===== config.mk =====
export PLATFORM = sky130hd
export DESIGN_NAME = dmem_arbiter_flat
export DESIGN_NICKNAME = d
export VERILOG_FILES = /design/src/rtl/dmem_arb_pkg.sv /design/src/rtl/dmem_arbiter_if.sv /design/src/rtl/dmem_rr_pick.sv /design/src/rtl/dmem_arbiter.sv /design/src/flat_wrapper.sv
export SDC_FILE = /design/constraint.sdc
export NUM_CORES = 1
export LEC_CHECK = 0
export ABC_AREA = 0
export ABC_CLOCK_PERIOD_IN_PS = 5000
export BUFFER_PORTS_ARGS = -buffer_cell sky130_fd_sc_hd__buf_2
export CAP_MARGIN = 20
export CORE_AREA = 5 5 106 108
export DETAILED_ROUTE_END_ITERATION = 10
export DIE_AREA = 0 0 111 113
export SETUP_SLACK_MARGIN = 0.1
export SLEW_MARGIN = 20
export SYNTH_ARGS = -nofsm -noshare
export SYNTH_HDL_FRONTEND = slang
export SYNTH_HIERARCHICAL = 1
export SYNTH_SLANG_ARGS = --single-unit
export TNS_END_PERCENT = 1

===== constraint.sdc =====
create_clock -name CLK -period 5 [get_ports CLK]
set_clock_uncertainty 0.2 [all_clocks]
set_input_delay 0 -clock CLK [delete_from_list [all_inputs] [get_ports CLK]]
set_output_delay 0 -clock CLK [all_outputs]
set_load 0.05 [all_outputs]

===== src/rtl/dmem_arb_pkg.sv =====
// Shared types and default widths for the data-memory arbiter.
package dmem_arb_pkg;

    localparam int unsigned DEF_ADDR_W = 32;
    localparam int unsigned DEF_DATA_W = 32;
    localparam int unsigned DEF_RAM_AW = 10;

    typedef enum logic {
        IDLE    = 1'b0,
        RD_WAIT = 1'b1
    } state_t;

    typedef enum logic {
        OWN_CORE = 1'b0,
        OWN_DMA  = 1'b1
    } owner_t;

endpackage


===== src/rtl/dmem_arbiter_if.sv =====
// Requester pair plus single-port RAM bundle; master = requesters/RAM side, slave = arbiter.
interface dmem_arbiter_if
    import dmem_arb_pkg::*;
#(
    parameter int unsigned ADDR_W = DEF_ADDR_W,
    parameter int unsigned DATA_W = DEF_DATA_W,
    parameter int unsigned RAM_AW = DEF_RAM_AW
) ();

    logic              c_req;
    logic              c_we;
    logic [ADDR_W-1:0] c_addr;
    logic [DATA_W-1:0] c_wdata;
    logic              c_gnt;
    logic              c_rvalid;
    logic [DATA_W-1:0] c_rdata;
    logic              c_stall;

    logic              d_req;
    logic              d_we;
    logic [ADDR_W-1:0] d_addr;
    logic [DATA_W-1:0] d_wdata;
    logic              d_gnt;
    logic              d_rvalid;
    logic [DATA_W-1:0] d_rdata;

    logic [RAM_AW-1:0] ram_addr;
    logic [DATA_W-1:0] ram_data;
    logic              ram_wren;
    logic              ram_rden;
    logic [DATA_W-1:0] ram_q;

    modport master (
        output c_req, c_we, c_addr, c_wdata,
        input  c_gnt, c_rvalid, c_rdata, c_stall,
        output d_req, d_we, d_addr, d_wdata,
        input  d_gnt, d_rvalid, d_rdata,
        input  ram_addr, ram_data, ram_wren, ram_rden,
        output ram_q
    );

    modport slave (
        input  c_req, c_we, c_addr, c_wdata,
        output c_gnt, c_rvalid, c_rdata, c_stall,
        input  d_req, d_we, d_addr, d_wdata,
        output d_gnt, d_rvalid, d_rdata,
        output ram_addr, ram_data, ram_wren, ram_rden,
        input  ram_q
    );

endinterface


===== src/rtl/dmem_rr_pick.sv =====
// Two-way round-robin pick: a lone request wins, a conflict goes to whoever did not win last.
module dmem_rr_pick
    import dmem_arb_pkg::*;
(
    input  logic   req_c,
    input  logic   req_d,
    input  owner_t last_grant,
    output logic   gnt_c,
    output logic   gnt_d
);

    // Grant decode; never both high.
    always_comb begin
        gnt_c = req_c & (~req_d | (last_grant == OWN_DMA));
        gnt_d = req_d & (~req_c | (last_grant == OWN_CORE));
    end

endmodule


===== src/rtl/dmem_arbiter.sv =====
// Core / DMA arbiter in front of a single-port synchronous RAM with one-cycle read latency.
module dmem_arbiter
    import dmem_arb_pkg::*;
#(
    parameter int unsigned ADDR_W = DEF_ADDR_W,
    parameter int unsigned DATA_W = DEF_DATA_W,
    parameter int unsigned RAM_AW = DEF_RAM_AW
) (
    input  logic           CLK,
    input  logic           RESET_N,
    dmem_arbiter_if.slave  bus
);

    state_t state, state_nxt;
    owner_t owner, owner_nxt;
    owner_t last_grant, last_grant_nxt;

    logic              idle_ok;
    logic              pick_c;
    logic              pick_d;
    logic [RAM_AW-1:0] ram_addr_nxt;
    logic [DATA_W-1:0] ram_data_nxt;
    logic              ram_wren_nxt;
    logic              ram_rden_nxt;
    logic              unused_addr_bits;

    // Grants are only possible in IDLE and never while reset is held.
    assign idle_ok = RESET_N & (state == IDLE);

    dmem_rr_pick u_pick (
        .req_c      (bus.c_req & idle_ok),
        .req_d      (bus.d_req & idle_ok),
        .last_grant (last_grant),
        .gnt_c      (pick_c),
        .gnt_d      (pick_d)
    );

    // Address bits above the RAM window and the byte offset are don't-care (accesses wrap).
    assign unused_addr_bits = ^{bus.c_addr[ADDR_W-1:RAM_AW+2], bus.c_addr[1:0],
                                bus.d_addr[ADDR_W-1:RAM_AW+2], bus.d_addr[1:0]};

    // State register.
    always_ff @(posedge CLK or negedge RESET_N) begin
        if (!RESET_N) begin
            state      <= IDLE;
            owner      <= OWN_CORE;
            last_grant <= OWN_DMA;
        end else begin
            state      <= state_nxt;
            owner      <= owner_nxt;
            last_grant <= last_grant_nxt;
        end
    end

    // Next state and RAM strobes for the granted requester.
    always_comb begin
        state_nxt      = state;
        owner_nxt      = owner;
        last_grant_nxt = last_grant;
        ram_addr_nxt   = '0;
        ram_data_nxt   = '0;
        ram_wren_nxt   = 1'b0;
        ram_rden_nxt   = 1'b0;

        if (state == RD_WAIT) begin
            state_nxt = IDLE;
        end

        if (pick_c) begin
            last_grant_nxt = OWN_CORE;
            ram_addr_nxt   = bus.c_addr[RAM_AW+1:2];
            if (bus.c_we) begin
                ram_wren_nxt = 1'b1;
                ram_data_nxt = bus.c_wdata;
            end else begin
                ram_rden_nxt = 1'b1;
                state_nxt    = RD_WAIT;
                owner_nxt    = OWN_CORE;
            end
        end else if (pick_d) begin
            last_grant_nxt = OWN_DMA;
            ram_addr_nxt   = bus.d_addr[RAM_AW+1:2];
            if (bus.d_we) begin
                ram_wren_nxt = 1'b1;
                ram_data_nxt = bus.d_wdata;
            end else begin
                ram_rden_nxt = 1'b1;
                state_nxt    = RD_WAIT;
                owner_nxt    = OWN_DMA;
            end
        end
    end

    // Requester-facing outputs; read data is steered only to the owner during RD_WAIT.
    always_comb begin
        bus.c_gnt    = pick_c;
        bus.d_gnt    = pick_d;
        bus.c_stall  = RESET_N & bus.c_req & ~pick_c;
        bus.c_rvalid = (state == RD_WAIT) && (owner == OWN_CORE);
        bus.d_rvalid = (state == RD_WAIT) && (owner == OWN_DMA);
        bus.c_rdata  = bus.c_rvalid ? bus.ram_q : '0;
        bus.d_rdata  = bus.d_rvalid ? bus.ram_q : '0;
        bus.ram_addr = ram_addr_nxt;
        bus.ram_data = ram_data_nxt;
        bus.ram_wren = ram_wren_nxt;
        bus.ram_rden = ram_rden_nxt;
    end

endmodule


===== src/flat_wrapper.sv =====
// flat-port wrapper written by rule: the top's interface ports become plain ports
module dmem_arbiter_flat import dmem_arb_pkg::*;
#(
    parameter int unsigned ADDR_W = DEF_ADDR_W,
    parameter int unsigned DATA_W = DEF_DATA_W,
    parameter int unsigned RAM_AW = DEF_RAM_AW
)
  (CLK, RESET_N, bus_c_req, bus_c_we, bus_c_addr, bus_c_wdata, bus_c_gnt, bus_c_rvalid, bus_c_rdata, bus_c_stall, bus_d_req, bus_d_we, bus_d_addr, bus_d_wdata, bus_d_gnt, bus_d_rvalid, bus_d_rdata, bus_ram_addr, bus_ram_data, bus_ram_wren, bus_ram_rden, bus_ram_q);
  dmem_arbiter_if #(.ADDR_W(ADDR_W), .DATA_W(DATA_W), .RAM_AW(RAM_AW)) bus_i ();
  input  logic CLK;
  input  logic RESET_N;
  input wire logic [$bits(bus_i.c_req)-1:0] bus_c_req;
  input wire logic [$bits(bus_i.c_we)-1:0] bus_c_we;
  input wire logic [$bits(bus_i.c_addr)-1:0] bus_c_addr;
  input wire logic [$bits(bus_i.c_wdata)-1:0] bus_c_wdata;
  output wire logic [$bits(bus_i.c_gnt)-1:0] bus_c_gnt;
  output wire logic [$bits(bus_i.c_rvalid)-1:0] bus_c_rvalid;
  output wire logic [$bits(bus_i.c_rdata)-1:0] bus_c_rdata;
  output wire logic [$bits(bus_i.c_stall)-1:0] bus_c_stall;
  input wire logic [$bits(bus_i.d_req)-1:0] bus_d_req;
  input wire logic [$bits(bus_i.d_we)-1:0] bus_d_we;
  input wire logic [$bits(bus_i.d_addr)-1:0] bus_d_addr;
  input wire logic [$bits(bus_i.d_wdata)-1:0] bus_d_wdata;
  output wire logic [$bits(bus_i.d_gnt)-1:0] bus_d_gnt;
  output wire logic [$bits(bus_i.d_rvalid)-1:0] bus_d_rvalid;
  output wire logic [$bits(bus_i.d_rdata)-1:0] bus_d_rdata;
  output wire logic [$bits(bus_i.ram_addr)-1:0] bus_ram_addr;
  output wire logic [$bits(bus_i.ram_data)-1:0] bus_ram_data;
  output wire logic [$bits(bus_i.ram_wren)-1:0] bus_ram_wren;
  output wire logic [$bits(bus_i.ram_rden)-1:0] bus_ram_rden;
  input wire logic [$bits(bus_i.ram_q)-1:0] bus_ram_q;
  assign bus_i.c_req = bus_c_req;
  assign bus_i.c_we = bus_c_we;
  assign bus_i.c_addr = bus_c_addr;
  assign bus_i.c_wdata = bus_c_wdata;
  assign bus_c_gnt = bus_i.c_gnt;
  assign bus_c_rvalid = bus_i.c_rvalid;
  assign bus_c_rdata = bus_i.c_rdata;
  assign bus_c_stall = bus_i.c_stall;
  assign bus_i.d_req = bus_d_req;
  assign bus_i.d_we = bus_d_we;
  assign bus_i.d_addr = bus_d_addr;
  assign bus_i.d_wdata = bus_d_wdata;
  assign bus_d_gnt = bus_i.d_gnt;
  assign bus_d_rvalid = bus_i.d_rvalid;
  assign bus_d_rdata = bus_i.d_rdata;
  assign bus_ram_addr = bus_i.ram_addr;
  assign bus_ram_data = bus_i.ram_data;
  assign bus_ram_wren = bus_i.ram_wren;
  assign bus_ram_rden = bus_i.ram_rden;
  assign bus_i.ram_q = bus_ram_q;
  dmem_arbiter #(.ADDR_W(ADDR_W), .DATA_W(DATA_W), .RAM_AW(RAM_AW)) u_core (.CLK(CLK), .RESET_N(RESET_N), .bus(bus_i));
endmodule

==> run_results.csv <==
group,metric,value,unit
die,num_io_pins,279,
detailed_routing,vias,2291,
job,max-cap-violations,0,
timing,rsz0062_at_grt,"no",
clock_tree,cts_tree,"built",
worst_hold_path,hold_class,"in -> async",
timing,finalSetupViolations,0,
placed_design,io_buffers,234,
die,start_util,0.124,
finish,multi_input_comb_area,1080,um^2
timing,slew_headroom,0.432,
finish,seq_area,76.3,um^2
detailed_routing,wl_per_cell,13.9,um
clock_tree,cts_htree_levels,1,
placed_design,globalplace.congestion,0.824,
clock_tree,cts_buffers,3,
timing,setup_ws,1710,ps
worst_setup_path,crit_required,4800,ps
detailed_routing,drt_pass1_iterations,4,
clock_tree,clock-sinks,3,
global_route,antenna_found_initial,0,
finish,fillerInstances,1135,
pwr,ir_worst_vdd,0.0648,mV
global_route,grt_pass1_wl,11.5,mm
global_route,grt_pass1_vias,2315,
worst_setup_path,start_kind,"register",
finish,antenna_cells,0,
finish,fin_nets,573,
timing,fin_tns_setup,0,ps
die,rows,37,
detailed_routing,drtAntennaViolNets,0,
finish,fin_util,0.256,
detailed_routing,dr_wl_met3,854,um
clock_tree,clk_pin_slew,30,ps
die,coreArea,10100,um^2
placed_design,place_worst_setup_slack,1950,ps
finish,syn2layout_area_growth,105,%
timing,fin_crit_sh,0.658,
clock_tree,root_buffer,"clkbuf_8",
detailed_routing,dr_wl_met2,3.85,mm
timing,finalCriticalPeriod,3290,ps
detailed_routing,drc_errors,0,
logic_synthesis,synthesis.instances,190,
logic_synthesis,ys_seq_area_frac,0.0605,
die,dieArea,12500,um^2
detailed_routing,routed.top_layer,"met4",
detailed_routing,viasPerCell,4.23,
worst_setup_path,cp-end-kind,"primary output",
pwr,p_per_area,184,nW/um^2
timing,timing.fmax,304,MHz
global_route,grt_usage,0.110,
clock_tree,ctsLongestPathBuffers,2,
detailed_routing,drtIter0Drc,96,
logic_synthesis,synth_area,1260,um^2
logic_synthesis,syn_nets,356,
logic_synthesis,synth_cell_types,23,
worst_setup_path,worstPathMaxFanout,36,
detailed_routing,wirelength,7.54,mm
placed_design,hpwl,6.40,mm
worst_setup_path,worstPathArrival,3090,ps
run_status,status,"complete, no violations",
logic_synthesis,ys_ff_latch,3,
detailed_routing,met1Wirelength,2.78,mm
pwr,power_leakage,1.63,nW
timing,fin_hold_ws,120,ps
worst_setup_path,crit_type,"reg -> out",
global_route,grt_max_degree,51,
logic_synthesis,ys_warn_count,6,
die,die_w,111,um
die,die_h,113,um
clock_tree,clk_latency,220,ps
global_route,gr-total-overflow,0,
timing,finalHoldViolCount,0,
logic_synthesis,syn_avg_cell_area,6.64,um^2
timing,drv_slew,0,
finish,drive_gt1_frac,0.601,
timing,tightest_slew,852,ps
## synthesized netlist by cell type
cell type	instances	area share
a21boi_0	2	0.012
a21boi_1	1	0.0060
a21oi_1	1	0.0040
a22o_1	9	0.063
and2_1	34	0.17
and3_1	32	0.16
and3b_1	2	0.014
buf_2	17	0.067
clkbuf_1	8	0.024
clkbuf_2	2	0.0079
dfrtp_1	2	0.040
dfstp_2	1	0.021
inv_1	2	0.0060
mux2i_1	1	0.0079
nand2_1	4	0.012
nand2b_1	1	0.0050
nand3_1	32	0.13
nor2_1	3	0.0089
nor2b_1	1	0.0050
nor2b_4	1	0.011
o21ai_0	1	0.0040
o21bai_1	1	0.0060
o2bb2ai_1	32	0.22
## power by group
part / switching [mW] / internal (mW)
sequential: 0.0233 / 0.0297
combinational: 0.253 / 0.101
clock: 0.0159 / 0.0544
## critical path, stage by stage (launching register included)
cell and delay (ps):
dfrtp_1 870, and3b_1 310, a21boi_4 600, nor2b_1 600, a22o_1 220, buf_2 260
## logic make-up after synthesis
family / synth area share
AO/OA/AOI/OAI: 0.316
buffers and inverters: 0.105
flip-flops: 0.0605
multiplexers: 0.00794
AND/OR/NAND/NOR: 0.510
## layer usage
layer	GRT usage	up-vias
li1	-	1131
met1	0.116	1001
met2	0.218	155
met3	0.0273	4
met4	0.0246	0
met5	0	-
## cells in the final DEF (no fill, tap or decap)
| cell | synthesis | layout |
|---|---|---|
| clkbuf_8 | 0 | 3 |
| o2bb2ai_1 | 32 | 32 |
| buf_4 | 0 | 2 |
| buf_2 | 17 | 234 |
| o21bai_1 | 1 | 1 |
| dfrtp_1 | 2 | 2 |
| and2_1 | 34 | 33 |
| and3b_1 | 2 | 2 |
| mux2i_1 | 1 | 1 |
| nor2b_4 | 1 | 1 |
| clkbuf_1 | 8 | 1 |
| a21oi_1 | 1 | 1 |
| nand2_1 | 4 | 4 |
| o21ai_0 | 1 | 1 |
| a22o_1 | 9 | 9 |
| nor2b_1 | 1 | 1 |
| nand2b_1 | 1 | 1 |
| inv_1 | 2 | 2 |
| nand3_1 | 32 | 32 |
| dfstp_2 | 1 | 1 |
| a21boi_4 | 0 | 2 |
| and2_2 | 0 | 1 |
| dlygate4sd3_1 | 0 | 3 |
| a21boi_0 | 2 | 1 |
| nor2_1 | 3 | 3 |
| and3_1 | 32 | 32 |
## flip-flops by register name, indices dropped and copies added, names as in the netlist
name               cells
u_core/state           1
u_core/owner           1
u_core/last_grant      1
## final cells by class
type / instances / area share
inverter: 2 / 0.00290
clock buffer: 4 / 0.0174
sequential: 3 / 0.0295
tap: 136 / 0.0657
timing repair buffer: 239 / 0.469
multi-input combinational: 158 / 0.415
## final timing paths
| check | start | end | slack (ps) | cells past startpoint |
|---|---|---|---|---|
| min reg2reg | u_core/last_grant | u_core/last_grant | 310 | 2 |
| min in group CLK | bus_d_addr[5] | bus_ram_addr[3] | 200 | 4 |
| max | u_core/state | bus_ram_addr[6] | 1710 | 5 |
| max reg2reg | u_core/state | u_core/state | 2560 | 4 |
| max in group asynchronous | RESET_N | u_core/state | 3920 | 3 |
| min | RESET_N | u_core/last_grant | 120 | 2 |
## through the flow
step	total power [mW]	cells	cell area, um^2
3_3_place_gp	0.403	535	2510
5_1_grt	0.505	542	2590
4_1_cts	0.482	542	2590
2_1_floorplan	0.296	190	1260
3_5_place_dp	0.408	535	2520
6_report	0.477	542	2590
## what timing repair did
item,CTS,global route
resized for setup,0,0
buffers inserted,0,0
hold buffers,3,0
setup endpoints to repair,0,0
endpoints found under the hold margin,5,0
Note: power is estimated with default switching activity, not from simulation.
